[config.mk]
export PLATFORM = sky130hd
export DESIGN_NAME = cond_branch_seq
export DESIGN_NICKNAME = d
export VERILOG_FILES = /design/src/rtl/cond_branch_seq.sv
export SDC_FILE = /design/constraint.sdc
export NUM_CORES = 1
export LEC_CHECK = 0
export ABC_AREA = 1
export BUFFER_PORTS_ARGS = -buffer_cell sky130_fd_sc_hd__clkbuf_2
export CORE_UTILIZATION = 35
export DETAILED_ROUTE_END_ITERATION = 12
export HOLD_SLACK_MARGIN = 0.06
export PLACE_DENSITY = 0.59
export SETUP_SLACK_MARGIN = 0.5
export SYNTH_ARGS = -nofsm -noshare
export SYNTH_HDL_FRONTEND = slang
export SYNTH_SLANG_ARGS = --single-unit
[constraint.sdc]
create_clock -name clk_i -period 2.3 [get_ports clk_i]
set_clock_uncertainty 0.05 [all_clocks]
set_input_delay 0.23 -clock clk_i [delete_from_list [all_inputs] [get_ports clk_i]]
set_output_delay 0.23 -clock clk_i [all_outputs]
set_load 0.02 [all_outputs]
[src/rtl/cond_branch_seq.sv]
// ---------------------------------------------------------------------------
// cond_branch_seq
//
// Program-counter sequencer on the consuming side of the condition
// interface. It keeps an 8-bit signed flags value written by the ALU and
// evaluates 3-bit branch condition codes against it. The PC either advances
// by STEP or loads a branch target. Every taken branch is followed by a
// fixed pipeline-flush bubble of FLUSH_CYCLES cycles.
//
// Condition codes on effective flags F (signed):
//   0 never   1 F==0   2 F<0    3 F<=0
//   4 always  5 F!=0   6 F>=0   7 F>0
//
// Ports:
//   clk_i           clock, rising edge
//   rst_ni          asynchronous reset, active low
//   en_i            advance enable for the PC
//   flag_valid_i    write flag_value_i into the flags register
//   flag_value_i    ALU result, two's-complement signed
//   br_valid_i      branch request present
//   br_cond_i       condition code, only bits [2:0] are used
//   br_target_i     branch destination address
//   br_ready_o      branch request can be accepted (combinational)
//   pc_o            current fetch address
//   taken_o         registered one-cycle pulse per accepted taken branch
//   busy_o          high while flushing after a taken branch
//
// Optional feature (macro COND_BRANCH_STATS_EN):
//   taken_count_o     saturating count of accepted taken branches
//   nottaken_count_o  saturating count of accepted not-taken branches
// ---------------------------------------------------------------------------
module cond_branch_seq #(
  parameter int PC_WIDTH     = 8,
  parameter int STEP         = 4,
  parameter int FLUSH_CYCLES = 2
) (
  input  logic                clk_i,
  input  logic                rst_ni,
  input  logic                en_i,
  input  logic                flag_valid_i,
  input  logic [7:0]          flag_value_i,
  input  logic                br_valid_i,
  input  logic [7:0]          br_cond_i,
  input  logic [PC_WIDTH-1:0] br_target_i,
  output logic                br_ready_o,
  output logic [PC_WIDTH-1:0] pc_o,
  output logic                taken_o,
  output logic                busy_o
`ifdef COND_BRANCH_STATS_EN
  ,
  output logic [15:0]         taken_count_o,
  output logic [15:0]         nottaken_count_o
`endif
);

  localparam int CNT_W = (FLUSH_CYCLES > 1) ? $clog2(FLUSH_CYCLES) : 1;
  localparam logic [CNT_W-1:0] CNT_INIT =
    CNT_W'((FLUSH_CYCLES > 0) ? FLUSH_CYCLES - 1 : 0);
  localparam logic [PC_WIDTH-1:0] PC_STEP = PC_WIDTH'(STEP);

  typedef enum logic {RUN, FLUSH} state_e;

  state_e              state_q, state_d;
  logic [CNT_W-1:0]    flushCnt_q, flushCnt_d;
  logic [PC_WIDTH-1:0] pc_q, pc_d;
  logic [7:0]          flags_q;
  logic                taken_q;

  logic signed [7:0]   effFlags;
  logic                condTrue;
  logic                accept;
  logic                takeBranch;
  logic                unusedCondBits;

  // Condition code bits [7:3] carry no meaning here.
  assign unusedCondBits = ^br_cond_i[7:3];

  // A flags write in the same cycle is forwarded to the branch decision.
  assign effFlags = flag_valid_i ? flag_value_i : flags_q;

  always_comb begin
    condTrue = 1'b0;
    unique case (br_cond_i[2:0])
      3'd0: condTrue = 1'b0;
      3'd1: condTrue = (effFlags == 8'sd0);
      3'd2: condTrue = (effFlags <  8'sd0);
      3'd3: condTrue = (effFlags <= 8'sd0);
      3'd4: condTrue = 1'b1;
      3'd5: condTrue = (effFlags != 8'sd0);
      3'd6: condTrue = (effFlags >= 8'sd0);
      3'd7: condTrue = (effFlags >  8'sd0);
      default: condTrue = 1'b0;
    endcase
  end

  assign accept     = br_valid_i & br_ready_o;
  assign takeBranch = accept & condTrue;

  // State register.
  always_ff @(posedge clk_i or negedge rst_ni) begin
    if (!rst_ni) begin
      state_q    <= RUN;
      flushCnt_q <= '0;
    end else begin
      state_q    <= state_d;
      flushCnt_q <= flushCnt_d;
    end
  end

  // Next-state logic. With FLUSH_CYCLES == 0 the FLUSH state is never entered.
  always_comb begin
    state_d    = state_q;
    flushCnt_d = flushCnt_q;
    pc_d       = pc_q;
    unique case (state_q)
      RUN: begin
        if (takeBranch) begin
          pc_d = br_target_i;
          if (FLUSH_CYCLES > 0) begin
            state_d    = FLUSH;
            flushCnt_d = CNT_INIT;
          end
        end else if (en_i) begin
          pc_d = pc_q + PC_STEP;
        end
      end
      FLUSH: begin
        if (flushCnt_q == '0) begin
          state_d = RUN;
        end else begin
          flushCnt_d = flushCnt_q - 1'b1;
        end
      end
      default: state_d = RUN;
    endcase
  end

  // Output logic.
  always_comb begin
    br_ready_o = (state_q == RUN);
    busy_o     = (state_q == FLUSH);
  end

  // Datapath registers: pc, flags (written in any state) and taken pulse.
  always_ff @(posedge clk_i or negedge rst_ni) begin
    if (!rst_ni) begin
      pc_q    <= '0;
      flags_q <= '0;
      taken_q <= 1'b0;
    end else begin
      pc_q    <= pc_d;
      taken_q <= takeBranch;
      if (flag_valid_i) begin
        flags_q <= flag_value_i;
      end
    end
  end

  assign pc_o    = pc_q;
  assign taken_o = taken_q;

`ifdef COND_BRANCH_STATS_EN
  logic [15:0] takenCnt_q;
  logic [15:0] notTakenCnt_q;

  // Saturating branch statistics.
  always_ff @(posedge clk_i or negedge rst_ni) begin
    if (!rst_ni) begin
      takenCnt_q    <= '0;
      notTakenCnt_q <= '0;
    end else begin
      if (takeBranch && takenCnt_q != 16'hFFFF) begin
        takenCnt_q <= takenCnt_q + 16'd1;
      end
      if (accept && !condTrue && notTakenCnt_q != 16'hFFFF) begin
        notTakenCnt_q <= notTakenCnt_q + 16'd1;
      end
    end
  end

  assign taken_count_o    = takenCnt_q;
  assign nottaken_count_o = notTakenCnt_q;
`endif

endmodule

==> key figures, run 1 <==
Clock tree
  • Clock Pin Slew Worst Setup and Hold Paths: between 0.1 and 0.15 ns
  • CTS tree: done
  • Htree depth: 1
  • Clock latency on the worst-skew pair: about 0.31 ns
  • Root buffer cell: clkbuf_4
  • Worst-case clock buffer depth: 2
  • Post-CTS setup repair buffer count: 0
  • CTS sink cnt: 19
  • CTS Buf Count: 3
  • Post-cts gate resize count: 0

Placement
  • Placement Setup Slack: between 0.5 and 0.6 ns
  • Cells after DPL: slightly above 200
  • Hpwl dp: 1.53 mm
  • GP Congestion: roughly 0.77
  • Port Buffers: 34
  • DP Area: around 1200 um2

Worst setup path
  • R2R Setup Slk: between 0.7 and 0.8 ns
  • FF-to-FF End: pc_o[5]$_DFFE_PN0P_
  • Crit start category: flip-flop
  • CP Data Arrival Time: around 1.7 ns
  • Worst-path fanout max: 17
  • R2r worst-path depth: 12
  • Worst setup EP type: flip-flop
  • R2R Path Start: flags_q[3]$_DFF_PN0_
  • WP data required: approximately 2.5 ns
  • Worst Path Class, Setup: flip-flop to flip-flop

Timing
  • Final period util: 0.679
  • Final setup vio count: 0
  • Tightest Pin Transition: around 0.47 ns
  • Final min period: roughly 1.6 ns
  • Max Slew Vio Count: 0
  • Fmax: about 640 MHz
  • Max_slew headroom: 0.686
  • Final Hold Fails: 0
  • RSZ-0062 raised after global routing: false
  • Min Hold Slack: 0.0697 ns
  • Setup ws final: 0.739 ns
  • TNS Setup: 0 ns

Drt
  • DR WL/cell: between 9 and 10 um
  • Final ANT Viol Nets: 0
  • Vias after detailed routing: a little over 900
  • Met3 wire length: ~56 um
  • Average vias per placed instance: 4.39
  • DRT iter0 DRCs: 20
  • Top Metal Used: met4
  • Final wirelength: about 1.9 mm
  • DR DRC count: 0
  • Pre-antenna DRT Iters: 3
  • Met2 wire length: roughly 950 um
  • Metal-1 WL: 928 um

Synth
  • Distinct cells, synth: 21
  • Cells after Synth: roughly 140
  • YS warnings: 0
  • Synthesized net count: 169
  • Post-synth design cell area: about 1000 um2
  • Syn_area_per_cell: roughly 7.5 um2
  • Sequential-to-total area share from yosys stat: 0.456
  • #FFs+latches synth: 19

Worst hold path
  • Hold Crit Start: br_target_i[0]
  • Sink of the worst hold path: pc_o[0]$_DFFE_PN0P_
  • WHS Path Cells: 3
  • Worst hold path class: input port to flip-flop

Finish
  • Fin cells: about 210
  • Syn-to-layout area delta: 21.1%
  • Final instance area: roughly 1300 um2
  • Layout cells sized above 1: 0.278
  • Final Util: 0.454
  • ANT cells: 0
  • Commonest non-fill, non-tap cell in the layout: nand2_1
  • Most frequent cells in the layout: nand2_1, clkbuf_2, inv_1
  • Final nets: roughly 210

Die
  • Die area: between 3000 and 4000 um2
  • Initial core utilization: 0.375
  • Die width: about 57 um
  • # IOs: 40
  • Site row count: 19
  • Die height: approximately 57 um
  • Placeable Area: ~2800 um2

Global routing
  • First-pass GRT wire length: between 3 and 4 mm
  • Vias in the first global route: roughly 900
  • GRT Resource Usage Total: 0.144
  • Largest net degree at the start of global routing: 20
  • Global route overflow: 0
  • Antenna violations before repair: 0

Pwr
  • Total power: about 1.2 mW
  • Leak pwr: 0.791 nW
  • Max IR drop VDD: 623 uV
  • Power per cell area: 934 nW/um2

Run
  • Max_cap viols: 0

Outcome
  • Outcome: finished clean
[critical path: stages, from the launching register on]
cell	delay, ns
dfrtp_1	0.38
inv_1	0.05
nand2_1	0.04
nand2_1	0.07
nand2_1	0.06
nor2_2	0.11
nand3_2	0.08
nand3_2	0.11
nand3_4	0.20
inv_2	0.16
nand2_1	0.06
nand2_1	0.07
nor2_1	0.04
[kinds of logic after synthesis]
family | share of synthesized area
AO/OA/AOI/OAI | 0.0300
XOR/XNOR | 0.0252
adder cells (fa/ha/maj) | 0.0120
buffers and inverters | 0.149
flip-flops | 0.456
AND/OR/NAND/NOR | 0.329
[repair_timing]
item                       in CTS  in global routing
hold buffers                    1                  0
hold endpoints to repair       19                  0
setup endpoints to repair       0                  0
[flip-flops by register name, summed over array words and instances, names as in the netlist]
| register | cells |
|---|---|
| flags_q | 8 |
| taken_o | 1 |
| pc_o | 8 |
| busy_o | 1 |
| flushCnt_q | 1 |
[cell usage after synthesis]
cell | number | area [um2]
nand4_1 | 2 | 12.5
nand2_1 | 51 | 191
buf_6 | 1 | 11.3
nand3_4 | 1 | 17.5
nand3_1 | 9 | 45.0
nand2_2 | 2 | 12.5
o21ai_0 | 3 | 15.0
buf_8 | 1 | 15.0
ha_1 | 1 | 12.5
xor2_1 | 3 | 26.3
inv_2 | 2 | 7.51
nor2_2 | 2 | 12.5
inv_1 | 30 | 113
a21o_1 | 1 | 7.51
dfrtp_1 | 19 | 475
inv_6 | 1 | 8.76
o21ai_2 | 1 | 8.76
nor2_1 | 5 | 18.8
nand3b_1 | 1 | 7.51
nor3_1 | 1 | 5.00
nand3_2 | 2 | 20.0
[power breakdown]
group | total, mW | switching [mW] | internal [mW]
clock | 0.174 | 0.109 | 0.0648
combinational | 0.504 | 0.319 | 0.185
sequential | 0.503 | 0.0729 | 0.430
total | 1.18 | 0.501 | 0.679
[worst max-delay path by stage]
stage | start | endpoint | slack (ns)
global route | flags_q[3]$_DFF_PN0_ | pc_o[7]$_DFFE_PN0P_ | 0.55
floorplan | busy_o$_DFF_PN0_ | pc_o[6]$_DFFE_PN0P_ | 0.80
CTS | flags_q[3]$_DFF_PN0_ | pc_o[5]$_DFFE_PN0P_ | 0.73
global placement | flag_valid_i | pc_o[5]$_DFFE_PN0P_ | 0.60
finish | flags_q[3]$_DFF_PN0_ | pc_o[5]$_DFFE_PN0P_ | 0.74
detailed placement | flag_valid_i | pc_o[5]$_DFFE_PN0P_ | 0.57
[area by class of cell]
class | instances | area (um2)
Clock inverter | 1 | 5.00
Sequential cell | 19 | 475
Inverter | 33 | 129
Fill cell | 293 | 1520
Timing Repair Buffer | 35 | 180
Multi-Input combinational cell | 85 | 413
Tap cell | 31 | 38.8
Clock buffer | 3 | 22.5
[metal layers]
| layer | up-vias | GRT usage |
|---|---|---|
| li1 | 487 | - |
| met2 | 12 | 0.244 |
| met1 | 408 | 0.182 |
| met4 | 0 | 0.0627 |
| met3 | 2 | 0.0207 |
| met5 | - | 0 |
(Power assumes the default switching activity.)
==> run 2: changes to the inputs <==
--- a/config.mk
+++ b/config.mk
@@ -10,7 +10,7 @@
 export CORE_UTILIZATION = 35
 export DETAILED_ROUTE_END_ITERATION = 12
 export HOLD_SLACK_MARGIN = 0.06
-export PLACE_DENSITY = 0.59
+export PLACE_DENSITY = 0.62
 export SETUP_SLACK_MARGIN = 0.5
 export SYNTH_ARGS = -nofsm -noshare
 export SYNTH_HDL_FRONTEND = slang
==> constraint.sdc (replaced) <==
create_clock -name clk_i -period 1.43 [get_ports clk_i]
set_clock_uncertainty 0.05 [all_clocks]
set_input_delay 0.143 -clock clk_i [delete_from_list [all_inputs] [get_ports clk_i]]
set_output_delay 0.143 -clock clk_i [all_outputs]
set_load 0.02 [all_outputs]
==> key figures, run 2 (same netlist as run 1, synthesis figures left out) <==
Finish
  • Commonest non-fill, non-tap cell in the layout: nand2_1 (unchanged)
  • Sequential Area: 477 um2 (was 475 um2)
  • Final instance area: 1650 um2 (was 1260 um2)
  • Area of the multi-input gates: 483 um2 (was 413 um2)
  • Filler cell count: 254 (was 293)
  • ANT cells: 0 (unchanged)
  • Fin cells: 233 (was 207)
  • Final nets: 233 (was 207)
  • Most frequent cells in the layout: nand2_1, inv_1, clkbuf_2 (was nand2_1, clkbuf_2, inv_1)
  • Layout cells sized above 1: 0.436 (was 0.278)
  • Syn-to-layout area delta: 58.2% (was 21.1%)

Placement
  • Port Buffers: 34 (unchanged)
  • GP Congestion: 0.799 (was 0.771)
  • Hpwl dp: 1.58 mm (was 1.53 mm)
  • DP Area: 1310 um2 (was 1230 um2)
  • Cells after DPL: 212 (was 202)
  • Placement Setup Slack: -0.197 ns (was 0.572 ns)

Timing
  • Fmax: 637 MHz (was 641 MHz)
  • Max Slew Vio Count: 0 (unchanged)
  • Final setup vio count: 10 (was 0)
  • Final period util: 1.10 (was 0.679)
  • Final min period: 1.57 ns (was 1.56 ns)
  • Tightest Pin Transition: 0.496 ns (was 0.470 ns)
  • RSZ-0062 raised after global routing: true (was false)
  • Max_slew headroom: 0.670 (was 0.686)
  • Final Hold Fails: 0 (unchanged)
  • Setup ws final: -0.140 ns (was 0.739 ns)

Pwr
  • Leak pwr: 0.952 nW (was 0.791 nW)
  • Max IR drop VDD: 1210 uV (was 623 uV)
  • Power per cell area: 1470 nW/um2 (was 934 nW/um2)

Worst hold path
  • Hold Crit Start: flag_value_i[7] (was br_target_i[0])
  • Sink of the worst hold path: flags_q[7]$_DFF_PN0_ (was pc_o[0]$_DFFE_PN0P_)
  • Worst hold path class: input port to flip-flop (unchanged)
  • WHS Path Cells: 3 (unchanged)

Clock tree
  • CTS tree: done (unchanged)
  • Clock Pin Slew Worst Setup and Hold Paths: 0.12 ns (was 0.13 ns)
  • Worst-case clock buffer depth: 2 (unchanged)
  • CTS sink cnt: 19 (unchanged)
  • Root buffer cell: clkbuf_4 (unchanged)
  • Htree depth: 1 (unchanged)
  • CTS Buf Count: 3 (unchanged)
  • Clock latency on the worst-skew pair: 0.30 ns (was 0.31 ns)

Worst setup path
  • Worst Path Class, Setup: flip-flop to flip-flop (unchanged)
  • R2R Setup Slk: -0.14 ns (was 0.74 ns)
  • Setup crit start: flags_q[1]$_DFF_PN0_ (was flags_q[3]$_DFF_PN0_)
  • R2r worst-path depth: 13 (was 12)
  • Worst setup EP type: flip-flop (unchanged)
  • FF-to-FF End: pc_o[4]$_DFFE_PN0P_ (was pc_o[5]$_DFFE_PN0P_)
  • Crit start category: flip-flop (unchanged)
  • CP Data Arrival Time: 1.73 ns (about the same)
  • R2R Path Start: flags_q[1]$_DFF_PN0_ (was flags_q[3]$_DFF_PN0_)
  • Worst-path fanout max: 8 (was 17)
  • WP data required: 1.59 ns (was 2.47 ns)

Outcome
  • Failing checks: setup timing
  • Outcome: finished, violations left (was finished clean)

Die
  • Die area: 3200 um2 (unchanged)
  • Die width: 56.6 um (unchanged)
  • Die height: 56.6 um (unchanged)
  • Site row count: 19 (unchanged)
  • Initial core utilization: 0.375 (unchanged)
  • # IOs: 40 (unchanged)
  • Placeable Area: 2780 um2 (unchanged)

Global routing
  • First-pass GRT wire length: 3.87 mm (was 3.61 mm)
  • Vias in the first global route: 1005 (was 897)
  • GRT Resource Usage Total: 0.156 (was 0.144)
  • Largest net degree at the start of global routing: 20 (unchanged)
  • Antenna violations before repair: 0 (unchanged)
  • Global route overflow: 0 (unchanged)

Drt
  • Final wirelength: 2.50 mm (was 1.95 mm)
  • DR DRC count: 0 (unchanged)
  • Vias after detailed routing: 1040 (was 909)
  • Average vias per placed instance: 4.46 (was 4.39)
  • DRT iter0 DRCs: 15 (was 20)
  • Pre-antenna DRT Iters: 4 (was 3)
  • DR WL/cell: 10.7 um (was 9.42 um)
  • Final ANT Viol Nets: 0 (unchanged)

Run
  • Max_cap viols: 0 (unchanged)
[run 2: cell count changes in the layout (fill, tap and decap cells not counted), sizes merged]
cell	before	now
nand3	12	13
dlygate4sd3	1	7
clkbuf	37	33
buf	0	23
[run 2: where the power goes]
| part | leakage [nW] | switching [mW] | internal [mW] | total (mW) |
|---|---|---|---|---|
| Sequential | 0.221 | 0.138 | 0.694 | 0.832 |
| Combinational | 0.713 | 0.648 | 0.675 | 1.32 |
| Clock | 0.0177 | 0.170 | 0.104 | 0.274 |
| Total | 0.952 | 0.956 | 1.47 | 2.43 |
[run 2: how the worst max path moves through the flow]
stage	to	depth (start not counted)
final	pc_o[4]$_DFFE_PN0P_	13
after global routing	pc_o[4]$_DFFE_PN0P_	13
after CTS	pc_o[5]$_DFFE_PN0P_	12
after detailed placement	pc_o[5]$_DFFE_PN0P_	13
after global placement	pc_o[5]$_DFFE_PN0P_	13
after floorplan	pc_o[4]$_DFFE_PN0P_	13
[run 2: timing repair]
| item | in CTS | in global routing |
|---|---|---|
| pin swaps | 2 | 14 |
| resized for setup | 20 | 29 |
| cloned | 1 | 0 |
| hold buffers | 7 | 0 |
| buffers inserted | 4 | 5 |
| hold endpoints to repair | 26 | 0 |
| endpoints found under the setup margin | 22 | 24 |
[run 2: per-stage QoR]
stage | TNS [ns] | hold slack (ns) | util | total power [mW]
final | -0.934 | 0.0499 | 0.593 | 2.43
after global routing | -2.24 | 0.0628 | 0.593 | 2.60
after CTS | -0.546 | 0.0396 | 0.552 | 2.27
after detailed placement | -1.36 | 0.0811 | 0.469 | 1.72
after global placement | -1.06 | 0.0752 | 0.469 | 1.70
after floorplan | 0 | -0.203 | - | 1.41
[run 2: metal layers]
metal | vias up | wire (um) | GRT usage
met4 | 0 | 12 | 0.0732
met3 | 2 | 49 | 0.0138
met5 | - | 0 | 0
met2 | 14 | 1390 | 0.296
met1 | 479 | 1040 | 0.173
li1 | 545 | - | -
[run 2: worst max-delay path: stages, from the launching register on]
cell and delay [ns]:
dfrtp_1 0.38, inv_1 0.05, nand2_1 0.05, nand2_2 0.08
nand2_2 0.05, nor2_2 0.12, nand3_2 0.12, nand2_2 0.10
nand2_4 0.08, nand3_4 0.13, buf_4 0.14, nand2_2 0.04
o21ai_2 0.06, inv_2 0.03
[run 2: area by class of cell]
cell class,count,area share
clock inverter,1,0.00303
clock buffer,3,0.0136
timing repair buffer,60,0.297
tap,31,0.0235
multi-input combinational,86,0.293
inverter,33,0.0811
sequential,19,0.289
==> run 3: changes to the inputs <==
--- a/config.mk
+++ b/config.mk
@@ -7,10 +7,11 @@
 export LEC_CHECK = 0
 export ABC_AREA = 1
 export BUFFER_PORTS_ARGS = -buffer_cell sky130_fd_sc_hd__clkbuf_2
+export CORE_MARGIN = 3
 export CORE_UTILIZATION = 35
 export DETAILED_ROUTE_END_ITERATION = 12
 export HOLD_SLACK_MARGIN = 0.06
-export PLACE_DENSITY = 0.62
+export PLACE_DENSITY = 0.59
 export SETUP_SLACK_MARGIN = 0.5
 export SYNTH_ARGS = -nofsm -noshare
 export SYNTH_HDL_FRONTEND = slang
==> constraint.sdc (replaced) <==
create_clock -name clk_i -period 1.9 [get_ports clk_i]
set_clock_uncertainty 0.05 [all_clocks]
set_input_delay 0.19 -clock clk_i [delete_from_list [all_inputs] [get_ports clk_i]]
set_output_delay 0.19 -clock clk_i [all_outputs]
set_load 0.02 [all_outputs]
==> key figures, run 3 (same netlist as run 1, synthesis figures left out) <==
Outcome
  • Outcome: finished clean (was finished, violations left)

Worst hold path
  • WHS Path Cells: 3 (unchanged)
  • Hold Crit Start: flag_value_i[7] (unchanged)
  • Sink of the worst hold path: flags_q[7]$_DFF_PN0_ (unchanged)
  • Worst hold path class: input port to flip-flop (unchanged)

Clock tree
  • Worst-case clock buffer depth: 2 (unchanged)
  • CTS sink cnt: 19 (unchanged)
  • CTS tree: done (unchanged)
  • Clock Pin Slew Worst Setup and Hold Paths: 0.11 ns (was 0.12 ns)
  • Root buffer cell: clkbuf_4 (unchanged)
  • Htree depth: 1 (unchanged)
  • CTS Buf Count: 3 (unchanged)
  • Clock latency on the worst-skew pair: 0.29 ns (was 0.30 ns)

Finish
  • Filler cell count: 298 (was 254)
  • Layout cells sized above 1: 0.342 (was 0.436)
  • Fin cells: 215 (was 233)
  • Syn-to-layout area delta: 32.5% (was 58.2%)
  • Final nets: 215 (was 233)
  • Most frequent cells in the layout: nand2_1, clkbuf_2, inv_1 (was nand2_1, inv_1, clkbuf_2)
  • ANT cells: 0 (unchanged)
  • Commonest non-fill, non-tap cell in the layout: nand2_1 (unchanged)

Run
  • Max_cap viols: 0 (unchanged)

Timing
  • Tightest Pin Transition: 0.467 ns (was 0.496 ns)
  • Max_slew headroom: 0.689 (was 0.670)
  • Final period util: 0.806 (was 1.10)
  • Final Hold Fails: 0 (unchanged)
  • Final setup vio count: 0 (was 10)
  • Final min period: 1.53 ns (was 1.57 ns)
  • Fmax: 653 MHz (was 637 MHz)
  • RSZ-0062 raised after global routing: true (unchanged)
  • Max Slew Vio Count: 0 (unchanged)
  • Min Hold Slack: 0.0942 ns (was 0.0499 ns)
  • TNS Setup: 0 ns (was -0.934 ns)

Worst setup path
  • FF-to-FF End: pc_o[5]$_DFFE_PN0P_ (was pc_o[4]$_DFFE_PN0P_)
  • CP delay by family, top: simple AND/OR/NAND/NOR gates (unchanged)
  • Slowest stage delay, CP: 0.38 ns (about the same)
  • Worst path most repeated cell: nand2_2 (unchanged)
  • CP Data Arrival Time: 1.68 ns (was 1.73 ns)
  • Worst Path Class, Setup: flip-flop to flip-flop (unchanged)
  • R2R Path Start: flags_q[4]$_DFF_PN0_ (was flags_q[1]$_DFF_PN0_)
  • WP data required: 2.05 ns (was 1.59 ns)
  • R2R Setup Slk: 0.37 ns (was -0.14 ns)
  • Crit start category: flip-flop (unchanged)
  • Worst setup EP type: flip-flop (unchanged)
  • Critical-path top delay cell: dfrtp_1 (unchanged)
  • Worst Path Buf+Inv: 2 (was 3)
  • CP cell instances: inv_1, nand2_1, nand2_2, nand2_2, nor2_2, nand3_2, nand3_4, nand3_4, inv_4, nand2_2, nand2_1, nor2_1 (was inv_1, nand2_1, nand2_2, nand2_2, nor2_2, nand3_2, nand2_2, nand2_4, nand3_4, buf_4, nand2_2, o21ai_2, inv_2)
  • R2r worst-path depth: 12 (was 13)
  • Worst-path fanout max: 8 (unchanged)

Placement
  • Hpwl dp: 1.60 mm (was 1.58 mm)
  • GP Congestion: 0.770 (was 0.799)
  • Port Buffers: 34 (unchanged)
  • Cells after DPL: 202 (was 212)

Pwr
  • Total power: 1.48 mW (was 2.43 mW)
  • Max IR drop VDD: 527 uV (was 1210 uV)
  • Leak pwr: 0.828 nW (was 0.952 nW)
  • Power per cell area: 1070 nW/um2 (was 1470 nW/um2)

Drt
  • DR WL/cell: 10.1 um (was 10.7 um)
  • Pre-antenna DRT Iters: 4 (unchanged)
  • Average vias per placed instance: 4.39 (was 4.46)
  • Vias after detailed routing: 944 (was 1040)
  • Final wirelength: 2.17 mm (was 2.50 mm)
  • DR DRC count: 0 (unchanged)
  • DRT iter0 DRCs: 29 (was 15)
  • Final ANT Viol Nets: 0 (unchanged)

Die
  • Placeable Area: 2810 um2 (was 2780 um2)
  • Die area: 3670 um2 (was 3200 um2)
  • # IOs: 40 (unchanged)
  • Die width: 60.6 um (was 56.6 um)
  • Initial core utilization: 0.372 (was 0.375)
  • Site row count: 19 (unchanged)
  • Die height: 60.6 um (was 56.6 um)

Global routing
  • GRT Resource Usage Total: 0.131 (was 0.156)
  • Largest net degree at the start of global routing: 20 (unchanged)
  • Global route overflow: 0 (unchanged)
  • Vias in the first global route: 867 (was 1005)
  • Antenna violations before repair: 0 (unchanged)
  • First-pass GRT wire length: 3.62 mm (was 3.87 mm)
run 3: final cells by class:
class                           instances  area [um2]  area share
Sequential cell                        19         477       0.345
Timing Repair Buffer                   42         249       0.180
Multi-Input combinational cell         86         460       0.333
Clock buffer                            4        26.3      0.0190
Tap cell                               31        38.8      0.0281
Inverter                               33         131      0.0950
run 3: timing repair:
action | CTS | global route
endpoints found under the hold margin | 24 | 0
setup endpoints to repair | 11 | 11
hold buffers | 6 | 0
gates cloned | 1 | 0
gates resized for setup | 0 | 14
pin swaps | 1 | 16
buffers inserted | 2 | 0
run 3: where the power goes:
part	internal, mW	total [mW]	switching (mW)
Sequential	0.522	0.615	0.0922
Clock	0.0816	0.205	0.123
Combinational	0.251	0.660	0.409
Total	0.855	1.48	0.624
run 3: how the worst max path moves through the flow:
stage	to	cells past startpoint	slack, ns	from
3_5_place_dp	pc_o[5]$_DFFE_PN0P_	13	0.18	flag_valid_i
3_3_place_gp	pc_o[5]$_DFFE_PN0P_	13	0.24	flag_valid_i
6_report	pc_o[5]$_DFFE_PN0P_	12	0.37	flags_q[4]$_DFF_PN0_
2_1_floorplan	pc_o[6]$_DFFE_PN0P_	9	0.51	busy_o$_DFF_PN0_
5_1_grt	pc_o[5]$_DFFE_PN0P_	12	0.22	flags_q[4]$_DFF_PN0_
4_1_cts	pc_o[5]$_DFFE_PN0P_	12	0.37	flags_q[2]$_DFF_PN0_
run 3: per-stage QoR:
| stage | worst slack (ns) | util | area [um2] |
|---|---|---|---|
| 5_1_grt | 0.220 | 0.493 | 1380 |
| 2_1_floorplan | 0.511 | - | 1040 |
| 3_3_place_gp | 0.239 | 0.438 | 1230 |
| 6_report | 0.369 | 0.493 | 1380 |
| 3_5_place_dp | 0.184 | 0.438 | 1230 |
| 4_1_cts | 0.374 | 0.477 | 1340 |
run 3: worst min-delay path, cell delays in order:
cell and delay [ns]:
clkbuf_2 0.08, nand2_1 0.05, nand2_2 0.08
run 3: metal layers:
layer / wire length [um] / GRT usage
met1: 1000 / 0.170
met2: 1070 / 0.212
met3: 55 / 0.0191
met4: 40 / 0.0650
met5: 0 / 0
